$ cat src/rtl/sira_istatistik_birimi.sv
// Streaming rank-order unit: collects PENCERE samples into an ascending array by
// single-cycle insertion, then returns the min, median, max or a selected rank.
`timescale 1ns/1ps
module sira_istatistik_birimi #(
    parameter int unsigned VERI_BIT = 8,
    parameter int unsigned PENCERE  = 9,
    parameter int unsigned SIRA_BIT = $clog2(PENCERE)
) (
    input  logic                clk_i,
    input  logic                rstn_i,
    input  logic                giris_gecerli_i,
    output logic                giris_hazir_o,
    input  logic [VERI_BIT-1:0] sayi_i,
    input  logic [1:0]          mod_i,
    input  logic [SIRA_BIT-1:0] sira_i,
    input  logic                temizle_i,
    output logic [VERI_BIT-1:0] sonuc_o,
    output logic                sonuc_gecerli_o,
    input  logic                sonuc_hazir_i,
    output logic [SIRA_BIT-1:0] sayac_o
);

    typedef enum logic [1:0] {
        TOPLA   = 2'd0,
        HESAPLA = 2'd1,
        SUN     = 2'd2
    } durum_t;

    localparam logic [SIRA_BIT-1:0] SON_SIRA = SIRA_BIT'(PENCERE - 1);
    localparam logic [SIRA_BIT-1:0] ORTA     = SIRA_BIT'((PENCERE - 1) / 2);

    durum_t              durum_q, durum_d;
    logic [SIRA_BIT-1:0] sayac_q, sayac_d;
    logic [SIRA_BIT-1:0] sira_q, sira_d;
    logic [VERI_BIT-1:0] sonuc_q, sonuc_d;
    logic [VERI_BIT-1:0] dizi_q [PENCERE];
    logic [VERI_BIT-1:0] dizi_d [PENCERE];
    logic [VERI_BIT-1:0] eklenmis [PENCERE];
    logic [PENCERE-1:0]  ust;
    logic [SIRA_BIT-1:0] yeni_sira;

    // ust[i]: slot i lies at or above the insertion point. Strict '>' keeps ties stable,
    // and slots beyond the count always count as above.
    always_comb begin
        ust = '0;
        for (int unsigned i = 0; i < PENCERE; i++) begin
            ust[i] = (SIRA_BIT'(i) >= sayac_q) || (dizi_q[i] > sayi_i);
        end
        eklenmis[0] = ust[0] ? sayi_i : dizi_q[0];
        for (int unsigned i = 1; i < PENCERE; i++) begin
            if (!ust[i]) begin
                eklenmis[i] = dizi_q[i];
            end else if (ust[i-1]) begin
                eklenmis[i] = dizi_q[i-1];
            end else begin
                eklenmis[i] = sayi_i;
            end
        end
    end

    always_comb begin
        yeni_sira = '0;
        case (mod_i)
            2'b00:   yeni_sira = '0;
            2'b01:   yeni_sira = ORTA;
            2'b10:   yeni_sira = SON_SIRA;
            default: yeni_sira = (32'(sira_i) >= PENCERE) ? SON_SIRA : sira_i;
        endcase
    end

    always_comb begin
        durum_d = durum_q;
        sayac_d = sayac_q;
        sira_d  = sira_q;
        sonuc_d = sonuc_q;
        dizi_d  = dizi_q;
        if (temizle_i) begin
            durum_d = TOPLA;
            sayac_d = '0;
        end else begin
            case (durum_q)
                TOPLA: begin
                    if (giris_gecerli_i) begin
                        dizi_d = eklenmis;
                        if (sayac_q == '0) begin
                            sira_d = yeni_sira;
                        end
                        if (sayac_q == SON_SIRA) begin
                            sayac_d = '0;
                            durum_d = HESAPLA;
                        end else begin
                            sayac_d = sayac_q + SIRA_BIT'(1);
                        end
                    end
                end
                HESAPLA: begin
                    sonuc_d = dizi_q[sira_q];
                    durum_d = SUN;
                end
                SUN: begin
                    if (sonuc_hazir_i) begin
                        durum_d = TOPLA;
                    end
                end
                default: durum_d = TOPLA;
            endcase
        end
    end

    always_ff @(posedge clk_i or negedge rstn_i) begin
        if (!rstn_i) begin
            durum_q <= TOPLA;
            sayac_q <= '0;
            sira_q  <= '0;
            sonuc_q <= '0;
            for (int unsigned i = 0; i < PENCERE; i++) begin
                dizi_q[i] <= '0;
            end
        end else begin
            durum_q <= durum_d;
            sayac_q <= sayac_d;
            sira_q  <= sira_d;
            sonuc_q <= sonuc_d;
            dizi_q  <= dizi_d;
        end
    end

    assign giris_hazir_o   = (durum_q == TOPLA);
    assign sonuc_gecerli_o = (durum_q == SUN);
    assign sonuc_o         = sonuc_q;
    assign sayac_o         = sayac_q;

endmodule

$ cat config.mk
export PLATFORM = sky130hd
export DESIGN_NAME = sira_istatistik_birimi
export DESIGN_NICKNAME = d
export VERILOG_FILES = /design/src/rtl/sira_istatistik_birimi.sv
export SDC_FILE = /design/constraint.sdc
export NUM_CORES = 1
export LEC_CHECK = 0
export CAP_MARGIN = 20
export CORE_AREA = 2 2 102 178
export DETAILED_ROUTE_END_ITERATION = 7
export DIE_AREA = 0 0 104 180
export PLACE_DENSITY_LB_ADDON = 0.15
export SLEW_MARGIN = 20
export SYNTH_ARGS = -nofsm -noshare
export SYNTH_HDL_FRONTEND = slang
export SYNTH_SLANG_ARGS = --single-unit
export TNS_END_PERCENT = 1
$ cat constraint.sdc
create_clock -name clk_i -period 2.6 [get_ports clk_i]
set_input_delay 0.26 -clock clk_i [delete_from_list [all_inputs] [get_ports clk_i]]
set_output_delay 0.26 -clock clk_i [all_outputs]
set_load 0.05 [all_outputs]
Yosys cells after proc, flatten, opt, wreduce, memory -nomap -nowiden
Index checks and enable logic that the tools add are counted.
{"block": "op_classes", "add_sub_neg": 1, "n_lt_le_gt_ge": 20, "eq_ne": 8, "n_mux": 22, "n_bitwise": 2, "reduce_logical": 27}
{"cell": "2-to-1 mux 8 bit", "count": 10}
{"cell": "greater-than comparator 8 bit", "count": 9}
{"cell": "AND reduction 4 bit", "count": 10}
{"cell": "binary-select mux 8 bit (select 4 bit)", "count": 1}
{"cell": "2-to-1 mux 4 bit", "count": 5}
{"cell": "greater-or-equal comparator 3 x 4 -> 1 bit (first input constant)", "count": 4}
{"cell": "case mux 4 bit (3 select lines)", "count": 1}
{"cell": "logical OR 1 bit", "count": 9}
{"cell": "greater-or-equal comparator 1 x 4 -> 1 bit (first input constant)", "count": 2}
{"cell": "greater-or-equal comparator 2 x 4 -> 1 bit (first input constant)", "count": 2}
{"cell": "2-to-1 mux 2 bit", "count": 4}
{"cell": "!= test 3 x 2 -> 1 bit (second input constant)", "count": 2}
{"cell": "case mux 2 bit (3 select lines)", "count": 1}
{"cell": "greater-or-equal comparator 5 bit (second input constant)", "count": 1}
{"cell": "NOT 4 -> 5 bit", "count": 1}
{"cell": "adder 4 x 1 -> 4 bit (second input constant)", "count": 1}
{"cell": "== test 2 x 1 -> 1 bit (second input constant)", "count": 2}
{"cell": "== test 2 bit (second input constant)", "count": 2}
{"cell": "== test 4 bit (second input constant)", "count": 1}
{"cell": "greater-or-equal comparator 4 bit (first input constant)", "count": 1}
{"cell": "greater-or-equal comparator 4 bit (second input constant)", "count": 1}
{"cell": "logical NOT 2 bit", "count": 2}
{"cell": "logical NOT 4 bit", "count": 1}
{"cell": "AND reduction 2 bit", "count": 2}
{"cell": "other kinds (4)", "count": 5}
{"block": "word_totals", "reg_bits": 90, "wordCells": 93}

Depth between registers and ports, before layout
{"block": "logic_depth", "depth_word": 5, "mapped_depth": 11, "ltp_nobuf": 8}

Worst setup path after synthesis
Ideal clock, no wire load.
{"block": "synth_timing", "path_type": "input to register", "startpoint": "input sayi_i[5]", "endpoint": "register dizi_q[1] in the netlist's numbering", "setup_ns": 0.125, "arrival_time_ns": 2.508, "required_time_ns": 2.475, "setup_slack_ns": -0.033, "path_stages": 8, "path_buffers": 1, "path_cell_list": "clkbuf_1 > inv_1 > ha_1 > a211oi_1 > nor2_1 > o41ai_4 > mux2_2 > mux2_2"}
{"block": "synth_between", "elab_chain_cells": 3}
{"element": "from (decl)", "line": "13", "text": "input logic [VERI_BIT-1:0] sayi_i,"}
{"element": "greater-than comparator 8 bit", "line": "47", "text": "ust[i] = (SIRA_BIT'(i) >= sayac_q) || (dizi_q[i] > sayi_i);"}
{"element": "logical OR 1 bit", "line": "47"}
{"element": "AND reduction 4 bit (no line) or 2-to-1 mux 8 bit (tied branches)"}
{"element": "to (signal assigned)", "line": "124", "text": "dizi_q <= dizi_d;"}
{"element": "to (decl)", "line": "36", "text": "logic [VERI_BIT-1:0] dizi_q [PENCERE];"}
Parallel ways exist; a longest one is shown, timed or not.
A chain may end at the register's enable or synchronous reset.

Worst setup path after layout
Same ends and word-level chain as after synthesis.

==> flow_summary.json <==
{
  "grt_pass1_wl_um": 31100,
  "die_w_um": 104,
  "cts-root-buf": "clkbuf_16",
  "finalClockSkew_ns": 0.0118,
  "hold_violations": 0,
  "status": "complete, no violations",
  "cp.arrival_ns": 2.74,
  "antenna_found_initial": 0,
  "p_leak_uw": 0.00359,
  "p_int_uw": 3870,
  "first_global_vias": 5509,
  "maxSlewViolCount": 0,
  "wl_um": 19900,
  "drtPass1Iterations": 4,
  "async_flop_share_pct": 100,
  "synthFlopType": "dfrtp_1",
  "seq_area_mm2": 0.00225,
  "worst_pin_slew_ns": 0.634,
  "syn2layout_area_growth_pct": 23.2,
  "core.rowCount": 64,
  "syn-num-nets": 706,
  "nets": 797,
  "place.gp.congestion": 0.880,
  "peakVddDrop_uv": 314,
  "syn_area_per_cell_um2": 10.6,
  "combPwrFrac_pct": 40.2,
  "cts_sinks": 90,
  "grt_max_degree": 42,
  "critical_path_class": "input port to register",
  "routedWlPerCell_um": 21.2,
  "initial_core_util_pct": 37.6,
  "p_sw_share_pct": 37.5,
  "clock_latency_ns": 0.35,
  "syn-instance-count": 612,
  "cp-end-kind": "register",
  "syn_area_mm2": 0.00650,
  "num_vias": 5155,
  "via_per_inst": 5.49,
  "hold-worst-slack_ns": 0.443,
  "numCtsBuffers": 9,
  "multiInputGateArea_mm2": 0.00408,
  "cts_tree": "done",
  "fin_util_pct": 46.3,
  "worstHoldPathType": "input port to async pin",
  "switchingPower_uw": 2320,
  "overflow": 0,
  "fin_crit_sh_pct": 96.3,
  "p_clk_share_pct": 21.6,
  "min_period_ns": 2.50,
  "rsz0062_at_grt": "false",
  "cts_buffer_depth": 2,
  "core_mm2": 0.0173,
  "ys_warn_count": 0,
  "start_kind": "input port",
  "crit_required_ns": 2.83,
  "p_per_area_mw_per_mm2": 773,
  "synth-seq-area-share_pct": 34.7,
  "n_fill_cell": 1677,
  "drt_iter0_drc": 186,
  "seqPwrFrac_pct": 38.2,
  "finalSetupViolations": 0,
  "grt.total_usage_pct": 22.0,
  "drc_errors": 0,
  "dieArea_mm2": 0.0187,
  "synth_edf_count": 0,
  "cts.clk_slew.worst_paths_ns": 0.07,
  "relSlewSlack_pct": 57.7,
  "antenna_cells": 0,
  "synth.distinct_cells": 47,
  "numPortBuffers": 32,
  "final_layout_size_suffix_gt1_share_pct": 29.9,
  "chipHeight_um": 180,
  "worstRegToRegCells": 7,
  "maxCapViolations": 0,
  "htreeDepth": 3,
  "io_pins": 33,
  "hpwlAfterDp_um": 16000,
  "cp_max_fo": 6,
  "synth.ff_latch_count": 90,
  "postRouteAntennaNets": 0,
  "fmax_mhz": 399
}
## per-stage QoR
stage	setup TNS, ns	total power [µW]	setup slack, ns	instances	cell area [µm²]
floorplan	-0.312	3840	-0.0250	612	6500
global placement	-18.54	4730	-0.391	922	7590
detailed placement	-20.82	4810	-0.439	922	7590
CTS	0	6190	0.00447	939	7910
global route	0	6650	0.00141	939	8000
finish	0	6190	0.0959	939	8000
## logic make-up after synthesis
| group | synth area share, % |
|---|---|
| AO/OA/AOI/OAI | 12.3 |
| multiplexers | 25.2 |
| buffers and inverters | 3.74 |
| flip-flops | 34.7 |
| AND/OR/NAND/NOR | 9.73 |
| adder cells (fa/ha/maj) | 14.4 |
## power groups by stage
stage | clock network [µW] | registers, µW | logic, µW
floorplan | 0 | 2160 | 1680
global placement | 0 | 2370 | 2360
detailed placement | 0 | 2380 | 2430
CTS | 1370 | 2360 | 2450
global route | 1450 | 2420 | 2780
finish | 1340 | 2360 | 2490
## repair_timing
item,CTS,global route
buffers inserted,0,0
gates resized for setup,8,19
endpoints found under the hold margin,39,0
hold buffers,1,0
pin swaps,1,5
endpoints found under the setup margin,32,31
## critical path: stages
cell	delay (ns)
clkdlybuf4s50_1	0.51
inv_2	0.09
buf_4	0.17
ha_4	0.27
nand4_1	0.17
or3_4	0.39
o41ai_4	0.06
buf_4	0.21
mux2_2	0.34
mux2_2	0.25
## cell usage after synthesis, drive strengths merged (12+ instances only)
cell type / instances / area [µm²]
nand4: 17 / 106
mux2: 69 / 803
mux2i: 47 / 470
o21ai: 30 / 161
clkbuf: 13 / 48.8
dfrtp: 90 / 2250
buf: 19 / 108
ha: 75 / 938
a21oi: 81 / 405
nor2b: 12 / 75.1
nand2: 26 / 100
nor2: 38 / 155
inv: 23 / 86.3
mux4: 16 / 360
## path summary, 6_finish.rpt
kind                              end        from  slack (ns)
max in group asynchronous  dizi_q[32]      rstn_i        1.51
hold reg to reg            sonuc_o[3]  sonuc_o[3]        0.53
min in group clk_i         dizi_q[65]   sayi_i[1]        0.45
hold / removal              dizi_q[0]      rstn_i        0.44
setup / recovery            dizi_q[1]   sayi_i[5]         0.1
setup reg to reg           dizi_q[44]  dizi_q[49]        0.14
## placed cells by master (no fill, tap or decap), types with 7 or more instances in the layout
cell,n
nor2b_1,12
o211ai_1,7
clkbuf_16,9
ha_1,71
o21ai_0,24
nand2_1,24
mux2_2,62
nor2_1,35
nand4_1,17
dfrtp_1,90
clkdlybuf4s50_1,30
a21oi_1,79
mux2i_1,47
mux2_4,7
mux4_2,16
inv_1,17
buf_4,72
## layer usage
layer | vias up | wire, µm | global-route usage (%)
met5 | - | 0 | 0
met4 | 0 | 1020 | 12.9
met3 | 47 | 469 | 2.10
met2 | 102 | 11400 | 43.2
met1 | 2556 | 6980 | 21.8
li1 | 2450 | - | -
## sequential cells by signal, indices dropped and copies added (netlist names)
signal,count
sira_q,4
sayac_o,4
sonuc_o,8
dizi_q,72
durum_q,2
## area by class of cell
| type | count | share of cell area (%) |
|---|---|---|
| well taps | 231 | 3.61 |
| multi-input cells | 467 | 51.0 |
| repair buffers | 112 | 12.4 |
| inverters | 23 | 1.11 |
| clock buffers | 12 | 3.33 |
| clock inverters | 4 | 0.407 |
| flip-flops and latches | 90 | 28.2 |
Power figures use the tool's default switching activity.
